**src/rtl/wb_arbiter.sv**
```systemverilog
// Writeback arbiter: buffers results from NUM_FU functional units in small
// per-channel FIFOs and merges them round-robin onto one registered
// register-file write port that honours backpressure.
module wb_arbiter #(
  parameter int NUM_FU  = 2,
  parameter int DEPTH   = 2,
  parameter int DW      = 32,
  parameter int RW      = 5,
  parameter int DROP_R0 = 1
) (
  input  logic                        CLK,
  input  logic                        RST,
  input  logic                        flush,
  input  logic [NUM_FU-1:0]           fu_valid,
  output logic [NUM_FU-1:0]           fu_ready,
  input  logic [NUM_FU*DW-1:0]        fu_data,
  input  logic [NUM_FU*RW-1:0]        fu_reg,
  output logic                        wb_valid,
  input  logic                        wb_ready,
  output logic [DW-1:0]               wb_data,
  output logic [RW-1:0]               wb_reg,
  output logic [$clog2(NUM_FU)-1:0]   wb_src
);

  localparam int SW = $clog2(NUM_FU);
  localparam int PW = $clog2(DEPTH);
  localparam int CW = $clog2(DEPTH + 1);

  logic [DW-1:0] mem_data [NUM_FU][DEPTH];
  logic [RW-1:0] mem_reg  [NUM_FU][DEPTH];
  logic [PW-1:0] rd_ptr   [NUM_FU];
  logic [PW-1:0] wr_ptr   [NUM_FU];
  logic [CW-1:0] count    [NUM_FU];

  logic [NUM_FU-1:0] full;
  logic [NUM_FU-1:0] empty;
  logic [NUM_FU-1:0] push;
  logic [NUM_FU-1:0] pop;
  logic [SW-1:0]     last;
  logic [SW-1:0]     grant;
  logic              any;
  logic              adv;

  // Channel visited at round-robin distance 'step' after 'base'.
  function automatic logic [SW-1:0] rr_idx(input logic [SW-1:0] base, input int step);
    return SW'((int'(base) + step) % NUM_FU);
  endfunction

  // Per-channel FIFO status, input handshake and push qualification.
  always_comb begin
    full     = '0;
    empty    = '0;
    fu_ready = '0;
    push     = '0;
    for (int i = 0; i < NUM_FU; i++) begin
      full[i]     = (count[i] == CW'(DEPTH));
      empty[i]    = (count[i] == '0);
      fu_ready[i] = !full[i] && !flush && !RST;
      // A write to r0 still handshakes but never occupies a FIFO slot.
      push[i]     = fu_valid[i] && fu_ready[i] &&
                    !((DROP_R0 != 0) && (fu_reg[i*RW +: RW] == '0));
    end
  end

  // Round-robin grant: first non-empty channel after the last one served.
  always_comb begin
    grant = '0;
    any   = 1'b0;
    adv   = !wb_valid || wb_ready;
    pop   = '0;
    // Walk from farthest to nearest so the nearest candidate wins.
    for (int k = NUM_FU; k >= 1; k--) begin
      if (!empty[rr_idx(last, k)]) begin
        grant = rr_idx(last, k);
        any   = 1'b1;
      end
    end
    for (int i = 0; i < NUM_FU; i++) begin
      pop[i] = adv && any && !flush && (grant == SW'(i));
    end
  end

  // FIFO payload storage; only written on an accepted, non-dropped push.
  always_ff @(posedge CLK) begin
    for (int i = 0; i < NUM_FU; i++) begin
      if (push[i]) begin
        mem_data[i][wr_ptr[i]] <= fu_data[i*DW +: DW];
        mem_reg[i][wr_ptr[i]]  <= fu_reg[i*RW +: RW];
      end
    end
  end

  // FIFO pointers/counts, output register and round-robin pointer.
  always_ff @(posedge CLK) begin
    if (RST) begin
      for (int i = 0; i < NUM_FU; i++) begin
        rd_ptr[i] <= '0;
        wr_ptr[i] <= '0;
        count[i]  <= '0;
      end
      wb_valid <= 1'b0;
      wb_data  <= '0;
      wb_reg   <= '0;
      wb_src   <= '0;
      last     <= SW'(NUM_FU - 1);
    end else if (flush) begin
      // The staged write is cancelled; the round-robin pointer is kept.
      for (int i = 0; i < NUM_FU; i++) begin
        rd_ptr[i] <= '0;
        wr_ptr[i] <= '0;
        count[i]  <= '0;
      end
      wb_valid <= 1'b0;
    end else begin
      for (int i = 0; i < NUM_FU; i++) begin
        if (push[i]) wr_ptr[i] <= wr_ptr[i] + PW'(1);
        if (pop[i])  rd_ptr[i] <= rd_ptr[i] + PW'(1);
        if (push[i] && !pop[i])      count[i] <= count[i] + CW'(1);
        else if (pop[i] && !push[i]) count[i] <= count[i] - CW'(1);
      end
      if (adv) begin
        if (any) begin
          wb_valid <= 1'b1;
          wb_data  <= mem_data[grant][rd_ptr[grant]];
          wb_reg   <= mem_reg[grant][rd_ptr[grant]];
          wb_src   <= grant;
          last     <= grant;
        end else begin
          wb_valid <= 1'b0;
        end
      end
    end
  end

endmodule

```
**config.mk**
```make
export PLATFORM = sky130hd
export DESIGN_NAME = wb_arbiter
export DESIGN_NICKNAME = d
export VERILOG_FILES = /design/src/rtl/wb_arbiter.sv
export SDC_FILE = /design/constraint.sdc
export NUM_CORES = 1
export LEC_CHECK = 0
export ABC_AREA = 0
export CORE_ASPECT_RATIO = 0.75
export CORE_MARGIN = 1
export CORE_UTILIZATION = 55
export DETAILED_ROUTE_END_ITERATION = 10
export HOLD_SLACK_MARGIN = 0.05
export PLACE_DENSITY = 0.84
export SYNTH_ARGS = -nofsm -noshare
export SYNTH_HDL_FRONTEND = slang
export SYNTH_SLANG_ARGS = --single-unit
```
**constraint.sdc**
```tcl
create_clock -name CLK -period 9.1 [get_ports CLK]
set_input_delay 1.82 -clock CLK [delete_from_list [all_inputs] [get_ports CLK]]
set_output_delay 1.82 -clock CLK [all_outputs]
set_load 0.05 [all_outputs]
```
==> reports/qor.tcl, run 1 <==
set qor(outcome) {complete, no violations}
set qor(vdd.ir_drop.worst_v) 0.000153
set qor(whs_path_depth) 2
set qor(worst-r2r-cell-count) 6
set qor(clock-skew-final_ns) 0.00805
set qor(finalHoldWorstSlack_ns) 0.456
set qor(cts.repair_timing.setup_buffer_count) 0
set qor(layout-area-overhead-vs-synth_pct) 25.5
set qor(max_capacitance_violation_total) 0
set qor(synth_area_mm2) 0.00753
set qor(clkLatencyLatePin_ns) 0.42
set qor(commonest_non_fill_non_tap_cell_in_the_layout) {sky130_fd_sc_hd__edfxtp_1}
set qor(crit-reg2reg-launch) {count[0][1]}
set qor(finalSetupViolations) 0
set qor(whs_endpoint) {wb_data[2]}
set qor(max-slew-margin-rel_pct) 18.5
set qor(slew_viol_final) 0
set qor(synth.distinct_cells) 37
set qor(worst-slew-pin-transition_ns) 1.22
set qor(setup_tns_ns) 0
set qor(end_of_the_worst_register_to_register_path) {count[1][1]}
set qor(vias) 4670
set qor(min-delay-start) {wb_data[2]}
set qor(cp.buffers_inverters) 2
set qor(core_area_mm2) 0.0132
set qor(cpMostUsedCell) {sky130_fd_sc_hd__clkdlybuf4s50_1}
set qor(clockBufferDepth) 2
set qor(count_of_port_buffers_added_during_placement) 120
set qor(critPathMaxStageDelay_ns) 0.87
set qor(grt_max_degree) 47
set qor(grt_setup_unrepaired) {false}
set qor(number_of_antenna_violations_at_the_first_check_in_global_routing) 0
set qor(dieWidth_um) 137
set qor(fmax_mhz) 176
set qor(synth_area_leaders) {sky130_fd_sc_hd__edfxtp_1, sky130_fd_sc_hd__dfxtp_1, sky130_fd_sc_hd__mux2i_1}
set qor(synth.yosys.seq_area_share_pct) 72.8
set qor(detail-route-antenna-nets) 0
set qor(rrSetupSlack_ns) 6.45
set qor(grt_pass1_wl_um) 23400
set qor(globalRoute.totalOverflow) 0
set qor(cts_tree) {done}
set qor(worst_setup_hold_path_clk_slew_ns) 0.07
set qor(count_of_unresolved_drc_violations_after_routing) 0
set qor(synth_top_area_cell) {sky130_fd_sc_hd__edfxtp_1}
set qor(largest_reg_flops) 128
set qor(place.gp.congestion) 0.781
set qor(cts_buffers) 17
set qor(wl_um) 15400
set qor(syn-instance-count) 513
set qor(fin_cells) 806
set qor(cts_hold_buf) 0
set qor(crit_slowest_cell) {sky130_fd_sc_hd__clkdlybuf4s50_1}
set qor(p_per_area_mw_per_mm2) 264
set qor(timing.critical_path.to_type) {output port}
set qor(cpLargestDelayFamily) {buffers and inverters}
set qor(die-area_mm2) 0.0142
set qor(period_share_pct) 62.5
set qor(avgViaCountPerCell) 5.79
set qor(hold_violations) 0
set qor(layout_common_cells) {sky130_fd_sc_hd__edfxtp_1, sky130_fd_sc_hd__clkdlybuf4s50_1, sky130_fd_sc_hd__nand2_1, sky130_fd_sc_hd__a21oi_1, sky130_fd_sc_hd__dfxtp_1}
set qor(leakage_nw) 3.12
set qor(dp.final_hpwl_um) 9300
set qor(ys_seq_elements) 196
set qor(placement.cell_area_mm2) 0.00885
set qor(place_inst) 773
set qor(h_tree_depth) 4
set qor(initial_core_util_pct) 57.2
set qor(post-layout-total-power_mw) 2.50
set qor(synth_top_area_share_pct) 62.2
set qor(category_of_the_most_critical_setup_path) {input pin to output port}
set qor(dr.first_iter.drc_count) 374
set qor(die_height_um) 103
set qor(routed_len_inst_um) 19.1
set qor(antenna_diode_instance_count) 0
set qor(clock_root_buffer_master) {sky130_fd_sc_hd__clkbuf_16}
set qor(layout.cell_area.non_filler_mm2) 0.00945
set qor(synthesized_nets) 595
set qor(cp.arrival_ns) 3.87
set qor(yosysWarningCount) 0
set qor(firstDrtPassIters) 5
set qor(worstHoldPathType) {flop to flop}
set qor(critical_path.max_fanout) 10
set qor(fill_cell_total_of_the_finished_layout) 822
set qor(number_of_global_route_vias_before_repair) 4566
set qor(critPathLaunchType) {input pin}
set qor(path_cells) {clkdlybuf4s50_1 -> nor2_2 -> a21boi_1 -> clkdlybuf4s50_1}
set qor(final_layout_size_suffix_gt1_share_pct) 7.40
set qor(required_ns) 7.28
set qor(design.final.nets) 704
set qor(pin_count) 121
set qor(cts.sink_count) 196
set qor(placement_rows) 36
set qor(synth_area_per_cell_um2) 14.7
set qor(gr-usage-all-layers_pct) 22.9
set qor(quantity_of_gates_resized_following_cts) 0
set qor(final_period_minus_worst_setup_slack_ns) 5.69
[logic make-up (layout without fill, tap and decap cells)]
kind of cell / count (synthesis) / in the layout / synth area share [%]
AOI/OAI and AO/OA: 129 / 129 / 12.1
buffers and inverters: 39 / 161 / 2.11
muxes: 38 / 38 / 5.05
xor gates and xnor gates: 2 / 2 / 0.233
DFF: 196 / 196 / 72.8
and+or+nand+nor: 107 / 107 / 7.33
adders and majority gates: 2 / 2 / 0.332
[layout make-up]
cell class              instances  area [um2]  area share, %
clock inverters                13         136           1.44
repair buffers                125        1250           13.3
flip-flops and latches        196        5490           58.1
well taps                     171         214           2.26
inverters                       4        15.0          0.159
clock buffers                  19         433           4.58
multi-input cells             278        1910           20.2
[cell usage after synthesis]
library cell and n:
sky130_fd_sc_hd__and2_2 1, sky130_fd_sc_hd__nor4_1 1, sky130_fd_sc_hd__o211ai_2 1, sky130_fd_sc_hd__nand2b_1 2, sky130_fd_sc_hd__dfxtp_1 40, sky130_fd_sc_hd__ha_1 2
sky130_fd_sc_hd__nand2_1 46, sky130_fd_sc_hd__o211a_4 1, sky130_fd_sc_hd__a31oi_1 1, sky130_fd_sc_hd__a21boi_0 1, sky130_fd_sc_hd__or3_4 1, sky130_fd_sc_hd__o211ai_1 1
sky130_fd_sc_hd__a21boi_1 1, sky130_fd_sc_hd__a21oi_1 45, sky130_fd_sc_hd__o22a_1 1, sky130_fd_sc_hd__a211o_1 37, sky130_fd_sc_hd__o22ai_1 1, sky130_fd_sc_hd__a211oi_1 37
sky130_fd_sc_hd__nand3b_1 1, sky130_fd_sc_hd__edfxtp_1 156, sky130_fd_sc_hd__or4b_2 1, sky130_fd_sc_hd__nor2b_1 38, sky130_fd_sc_hd__or3_1 2, sky130_fd_sc_hd__mux2i_1 38
sky130_fd_sc_hd__or4_4 1, sky130_fd_sc_hd__nand3_1 2, sky130_fd_sc_hd__nor2_2 1, sky130_fd_sc_hd__or4_1 1, sky130_fd_sc_hd__nor3b_1 1, sky130_fd_sc_hd__o21ai_0 2
sky130_fd_sc_hd__buf_2 10, sky130_fd_sc_hd__buf_1 5, sky130_fd_sc_hd__clkbuf_1 20, sky130_fd_sc_hd__inv_1 4, sky130_fd_sc_hd__xnor2_1 2, sky130_fd_sc_hd__nor2_1 7
sky130_fd_sc_hd__nor3_1 1
[worst reg2reg max path, stage by stage, from the launching register on]
cell and delay (ns):
sky130_fd_sc_hd__edfxtp_1 0.48, sky130_fd_sc_hd__o21ai_0 0.32, sky130_fd_sc_hd__nand2b_2 0.48, sky130_fd_sc_hd__buf_4 0.46, sky130_fd_sc_hd__or3_4 0.42, sky130_fd_sc_hd__a21oi_1 0.17, sky130_fd_sc_hd__a21oi_1 0.06
[power breakdown]
part / internal (mW) / leakage [nW] / switching [mW]
sequential: 1.05 / 1.76 / 0.0597
combinational: 0.246 / 1.09 / 0.421
clock: 0.404 / 0.271 / 0.314
[metrics by stage]
| step | setup slack (ns) | util, % |
|---|---|---|
| final | 3.41 | 71.8 |
| after global routing | 3.30 | 71.8 |
| after CTS | 3.43 | 71.6 |
| after detailed placement | 3.45 | 67.3 |
| after global placement | 3.47 | 67.3 |
| after floorplan | 3.44 | - |
[how the worst max path moves through the flow]
| stage | slack, ns | startpoint | cells after the start | to |
|---|---|---|---|---|
| 2_1_floorplan | 3.44 | RST | 4 | mem_data[1][32] |
| 4_1_cts | 3.43 | flush | 4 | fu_ready[0] |
| 3_3_place_gp | 3.47 | flush | 4 | fu_ready[0] |
| 3_5_place_dp | 3.45 | flush | 4 | fu_ready[0] |
| 5_1_grt | 3.30 | flush | 4 | fu_ready[0] |
| 6_report | 3.41 | flush | 4 | fu_ready[0] |
[per-layer routing]
layer	routed length, um	up-vias	global-route usage [%]
li1	-	2173	-
met1	6390	2265	29.8
met2	7620	215	38.8
met3	1200	17	5.46
met4	172	0	6.34
met5	0	-	0
Note: power is estimated with default switching activity, not from simulation.
==> run 2, diff against run 1 <==
CORE_UTILIZATION = 53   (was 55)
PLACE_DENSITY = 0.81   (was 0.84)
clock period = 5.9 ns   (was 9.1 ns; I/O delays follow)
==> run 2 against run 1 <==
Flip-flop and latch count stayed put. Power is 54% higher. Largest cell class unchanged. Via count is 0.69% lower. Largest power group unchanged. Non-clock buffer count is 1 lower. Critical path type unchanged. Critical path depth stayed put.
==> reports/qor.tcl, run 2 (same netlist as run 1, synthesis figures left out) <==
set qor(placement.cell_area_mm2) 0.00886
set qor(critical_path.max_fanout) 10
set qor(design.final.nets) 703
set qor(max_capacitance_violation_total) 0
set qor(path_cells) {clkdlybuf4s50_1 -> nor2_2 -> a21boi_1 -> clkdlybuf4s50_1}
set qor(p_per_area_mw_per_mm2) 408
set qor(dieWidth_um) 140
set qor(clock-skew-final_ns) 0.0106
set qor(clock_root_buffer_master) {sky130_fd_sc_hd__clkbuf_16}
set qor(largest_reg_flops) 128
set qor(cts_buffers) 17
set qor(core_area_mm2) 0.0138
set qor(firstDrtPassIters) 5
set qor(h_tree_depth) 4
set qor(fill_cell_total_of_the_finished_layout) 933
set qor(p_clk_share_pct) 29.3
set qor(grt_setup_unrepaired) {false}
set qor(cts.repair_timing.setup_buffer_count) 0
set qor(place.gp.congestion) 0.789
set qor(slew_viol_final) 0
set qor(layout_common_cells) {sky130_fd_sc_hd__edfxtp_1, sky130_fd_sc_hd__clkdlybuf4s50_1, sky130_fd_sc_hd__nand2_1, sky130_fd_sc_hd__a21oi_1, sky130_fd_sc_hd__dfxtp_1}
set qor(placement_rows) 37
set qor(grt_pass1_wl_um) 24400
set qor(timing.critical_path.to_type) {output port}
set qor(category_of_the_most_critical_setup_path) {input pin to output port}
set qor(hold_violations) 0
set qor(wl_um) 15100
set qor(critPathLaunchType) {input pin}
set qor(detail-route-antenna-nets) 0
set qor(fmax_mhz) 223
set qor(required_ns) 4.72
set qor(worst-slew-pin-transition_ns) 1.20
set qor(layout.cell_area.non_filler_mm2) 0.00944
set qor(die-area_mm2) 0.0147
set qor(max-slew-margin-rel_pct) 19.9
set qor(number_of_antenna_violations_at_the_first_check_in_global_routing) 0
set qor(routed_len_inst_um) 18.6
set qor(grt_max_degree) 58
set qor(dr.first_iter.drc_count) 344
set qor(clkLatencyLatePin_ns) 0.42
set qor(switching_power_total_mw) 1.20
set qor(vdd.ir_drop.worst_v) 0.000312
set qor(period_share_pct) 75.9
set qor(cell_internal_pwr_mw) 2.65
set qor(cts_hold_buf) 0
set qor(avgViaCountPerCell) 5.73
set qor(cpLargestDelayFamily) {buffers and inverters}
set qor(cp.buffers_inverters) 2
set qor(outcome) {complete, no violations}
set qor(die_height_um) 105
set qor(utilization_pct) 68.4
set qor(power.share.sequential_pct) 44.2
set qor(dp.final_hpwl_um) 9450
set qor(initial_core_util_pct) 54.6
set qor(count_of_port_buffers_added_during_placement) 120
set qor(cp.arrival_ns) 3.30
set qor(critPathMaxStageDelay_ns) 0.87
set qor(gr-usage-all-layers_pct) 22.0
set qor(switching_share_pct) 31.2
set qor(number_of_global_route_vias_before_repair) 4832
set qor(worst_setup_hold_path_clk_slew_ns) 0.07
set qor(final_period_minus_worst_setup_slack_ns) 4.48
set qor(vias) 4638
set qor(count_of_unresolved_drc_violations_after_routing) 0
set qor(clockBufferDepth) 2
set qor(globalRoute.totalOverflow) 0
set qor(crit_slowest_cell) {sky130_fd_sc_hd__clkdlybuf4s50_1}
set qor(pin_count) 121
set qor(leakage_nw) 3.12
set qor(commonest_non_fill_non_tap_cell_in_the_layout) {sky130_fd_sc_hd__edfxtp_1}
set qor(worstHoldPathType) {flop to flop}
set qor(quantity_of_gates_resized_following_cts) 0
set qor(setup_tns_ns) 0
set qor(finalSetupViolations) 0
set qor(cts_tree) {done}
set qor(layout-area-overhead-vs-synth_pct) 25.4
set qor(cts.sink_count) 196
set qor(antenna_diode_instance_count) 0
set qor(cpMostUsedCell) {sky130_fd_sc_hd__clkdlybuf4s50_1}
set qor(combinationalPowerShare_pct) 26.5
set qor(final_layout_size_suffix_gt1_share_pct) 7.10
-- run 2: cell count changes in the layout (fill, tap and decap cells not counted), sizes merged --
cell / previous run / this run
inv: 5 / 4
buf: 6 / 5
clkbuf: 19 / 23
clkinv: 7 / 4
-- run 2: cell type report --
cell class | count | area [um2] | share of cell area (%)
multi-input cells | 278 | 1910 | 20.3
flip-flops and latches | 196 | 5490 | 58.1
clock buffers | 23 | 478 | 5.06
clock inverters | 9 | 105 | 1.11
repair buffers | 124 | 1230 | 13.0
well taps | 175 | 219 | 2.32
inverters | 4 | 15.0 | 0.159
-- run 2: power by group through the flow --
| stage | Clock, mW | Combinational, mW | Sequential [mW] |
|---|---|---|---|
| after floorplan | 0 | 0.485 | 1.94 |
| after global placement | 0 | 0.988 | 1.72 |
| after detailed placement | 0 | 1.02 | 1.73 |
| after CTS | 1.14 | 1.03 | 1.70 |
| after global routing | 1.20 | 1.10 | 1.71 |
| final | 1.13 | 1.02 | 1.70 |
-- run 2: metal layers --
metal / vias to the layer above / global-route usage, % / share of wire, %
li1: 2172 / - / -
met1: 2274 / 28.3 / 43
met2: 177 / 37.7 / 50
met3: 15 / 5.82 / 6.5
met4: 0 / 5.26 / 1.0
met5: - / 0 / 0
-- run 2: worst register-to-register path: stages (launching register included) --
cell                       delay, ns
sky130_fd_sc_hd__edfxtp_1       0.36
sky130_fd_sc_hd__inv_1          0.07
sky130_fd_sc_hd__ha_1           0.20
sky130_fd_sc_hd__nor3_1         0.34
sky130_fd_sc_hd__o211ai_1       0.29
sky130_fd_sc_hd__nor2_4         0.96
-- run 2: final timing paths --
kind / start / to / slack, ns / cells past startpoint
max: flush / fu_ready[0] / 1.42 / 4
min: wb_data[28] / wb_data[28] / 0.45 / 2
max reg2reg: count[1][0] / mem_data[1][60] / 3.29 / 5
min reg2reg: wb_data[28] / wb_data[28] / 0.45 / 2
-- run 2: per-stage QoR --
stage | setup WS (ns) | instances | hold WS (ns) | power [mW]
3_3_place_gp | 1.56 | 777 | 0.445 | 2.71
4_1_cts | 1.47 | 809 | 0.455 | 3.87
6_report | 1.42 | 809 | 0.453 | 3.85
5_1_grt | 1.37 | 809 | 0.467 | 4.01
3_5_place_dp | 1.47 | 777 | 0.446 | 2.75
2_1_floorplan | 0.880 | 513 | 0.456 | 2.42
==> run 3, diff against run 2 <==
clock period = 4.15 ns   (was 5.9 ns; I/O delays follow)
==> run 3 against run 2 <==
Hold slack better by 0.0051 ns. Clock power is 35% higher. Count of clock-buffer cells in the layout is 3 lower. Combinational power is 46% higher. Critical path type unchanged.
==> reports/qor.tcl, run 3 (same netlist as run 1, synthesis figures left out) <==
set qor(place_inst) 785
set qor(clock-skew-final_ns) 0.0113
set qor(number_of_antenna_violations_at_the_first_check_in_global_routing) 0
set qor(post-place-ws_ns) 0.599
set qor(vias) 4748
set qor(whs_path_depth) 2
set qor(clkLatencyLatePin_ns) 0.43
set qor(p_per_area_mw_per_mm2) 573
set qor(power.share.sequential_pct) 44.2
set qor(critPathLaunchType) {input pin}
set qor(cts_hold_buf) 0
set qor(cts.sink_count) 196
set qor(layout.cell_area.non_filler_mm2) 0.00946
set qor(worst_setup_hold_path_clk_slew_ns) 0.07
set qor(fin_cells) 817
set qor(outcome) {complete, no violations}
set qor(category_of_the_most_critical_setup_path) {input pin to output port}
set qor(pin_count) 121
set qor(grt_setup_unrepaired) {false}
set qor(switching_share_pct) 32.3
set qor(leakage_nw) 3.15
set qor(vdd.ir_drop.worst_v) 0.000357
set qor(fmax_mhz) 281
set qor(die_height_um) 105
set qor(firstDrtPassIters) 5
set qor(routed_len_inst_um) 19.6
set qor(initial_core_util_pct) 54.6
set qor(count_of_unresolved_drc_violations_after_routing) 0
set qor(timing.critical_path.to_type) {output port}
set qor(finalSetupViolations) 0
set qor(grt_pass1_wl_um) 25200
set qor(end_of_the_worst_register_to_register_path) {mem_data[1][56]}
set qor(worst-r2r-cell-count) 5
set qor(combinationalPowerShare_pct) 27.5
set qor(detail-route-antenna-nets) 0
set qor(rrSetupSlack_ns) 1.37
set qor(h_tree_depth) 4
set qor(critPathMaxStageDelay_ns) 0.93
set qor(crit_slowest_cell) {sky130_fd_sc_hd__clkdlybuf4s50_1}
set qor(dieWidth_um) 140
set qor(global_route.usage.met3_pct) 5.86
set qor(number_of_global_route_vias_before_repair) 4763
set qor(core_area_mm2) 0.0138
set qor(commonest_non_fill_non_tap_cell_in_the_layout) {sky130_fd_sc_hd__edfxtp_1}
set qor(clockBufferDepth) 2
set qor(cts_tree) {done}
set qor(seqCellArea_mm2) 0.00549
set qor(final.setup.worst_slack_ns) 0.594
set qor(cts.repair_timing.setup_buffer_count) 0
set qor(met2_usage_pct) 38.3
set qor(post-layout-total-power_mw) 5.43
set qor(crit-reg2reg-launch) {count[1][0]}
set qor(worstHoldPathType) {flop to flop}
set qor(die-area_mm2) 0.0147
set qor(hold_violations) 0
set qor(required_ns) 3.32
set qor(switching_power_total_mw) 1.75
set qor(crit_path_end) {fu_ready[1]}
set qor(dr.first_iter.drc_count) 283
set qor(grt_max_degree) 45
set qor(crit_path_start) {flush}
set qor(fill_cell_total_of_the_finished_layout) 936
set qor(globalRoute.totalOverflow) 0
set qor(placement_rows) 37
set qor(critical_path.max_fanout) 5
set qor(place.gp.congestion) 0.799
set qor(p_clk_share_pct) 28.2
set qor(final_period_minus_worst_setup_slack_ns) 3.56
set qor(largest_reg_flops) 128
set qor(design.final.nets) 711
set qor(grt-busiest-layer) {met2}
set qor(final_layout_size_suffix_gt1_share_pct) 8.41
set qor(layout-area-overhead-vs-synth_pct) 25.7
set qor(dp.final_hpwl_um) 10100
set qor(max_capacitance_violation_total) 0
set qor(cpMostUsedCell) {sky130_fd_sc_hd__clkdlybuf4s50_1}
set qor(clock_root_buffer_master) {sky130_fd_sc_hd__clkbuf_16}
set qor(utilization_pct) 68.6
set qor(cp.arrival_ns) 2.73
set qor(avgViaCountPerCell) 5.81
set qor(quantity_of_gates_resized_following_cts) 0
set qor(count_of_port_buffers_added_during_placement) 120
set qor(cell_internal_pwr_mw) 3.67
set qor(cts_buffers) 17
set qor(slew_viol_final) 0
set qor(multiInputGateArea_mm2) 0.00191
set qor(period_share_pct) 85.7
set qor(wl_um) 16000
set qor(worst-slew-pin-transition_ns) 1.23
set qor(placement.cell_area_mm2) 0.00892
set qor(path_cells) {clkdlybuf4s50_1 -> nor3_1 -> clkdlybuf4s50_1}
set qor(antenna_diode_instance_count) 0
set qor(layout_common_cells) {sky130_fd_sc_hd__edfxtp_1, sky130_fd_sc_hd__clkdlybuf4s50_1, sky130_fd_sc_hd__nand2_1, sky130_fd_sc_hd__a21oi_1, sky130_fd_sc_hd__dfxtp_1}
set qor(max-slew-margin-rel_pct) 17.6
set qor(gr-usage-all-layers_pct) 23.1
set qor(gr-usage-met1_pct) 29.9
==> run 3: worst min path at each step <==
stage,startpoint,to
after floorplan,last,last
after global placement,wb_data[26],wb_data[26]
after detailed placement,wb_data[0],wb_data[0]
after CTS,wb_data[0],wb_data[0]
after global routing,wb_data[18],wb_data[18]
final,wb_data[26],wb_data[26]
==> run 3: layout make-up <==
cell class / instances / area share (%)
Tap cell: 175 / 2.31
Inverter: 4 / 0.159
Clock buffer: 20 / 4.62
Multi-Input combinational cell: 278 / 20.2
Timing Repair Buffer: 132 / 13.6
Sequential cell: 196 / 58.0
Clock inverter: 12 / 1.14
==> run 3: layer usage <==
| layer | wire (um) | part of all wire [%] | up-vias |
|---|---|---|---|
| met5 | 0 | 0 | - |
| met4 | 208 | 1.3 | 0 |
| li1 | - | - | 2182 |
| met1 | 6880 | 43 | 2369 |
| met3 | 973 | 6.1 | 24 |
| met2 | 7980 | 50 | 173 |
==> run 3: power groups by stage <==
stage               clock [mW]  sequential [mW]  combinational (mW)
finish                    1.53             2.40                1.49
global route              1.62             2.42                1.60
CTS                       1.54             2.40                1.50
detailed placement           0             2.44                1.49
global placement             0             2.43                1.45
floorplan                    0             2.76               0.690
==> run 3: critical path: cells and delay by family <==
family	cells	cell delay (ns)
buf+inv	2	1.43
simple gates	1	0.46
==> run 3: per-stage QoR <==
step	hold WS, ns	setup TNS [ns]
finish	0.459	0
global route	0.478	0
CTS	0.462	0
detailed placement	0.450	0
global placement	0.440	0
floorplan	0.456	-31.33
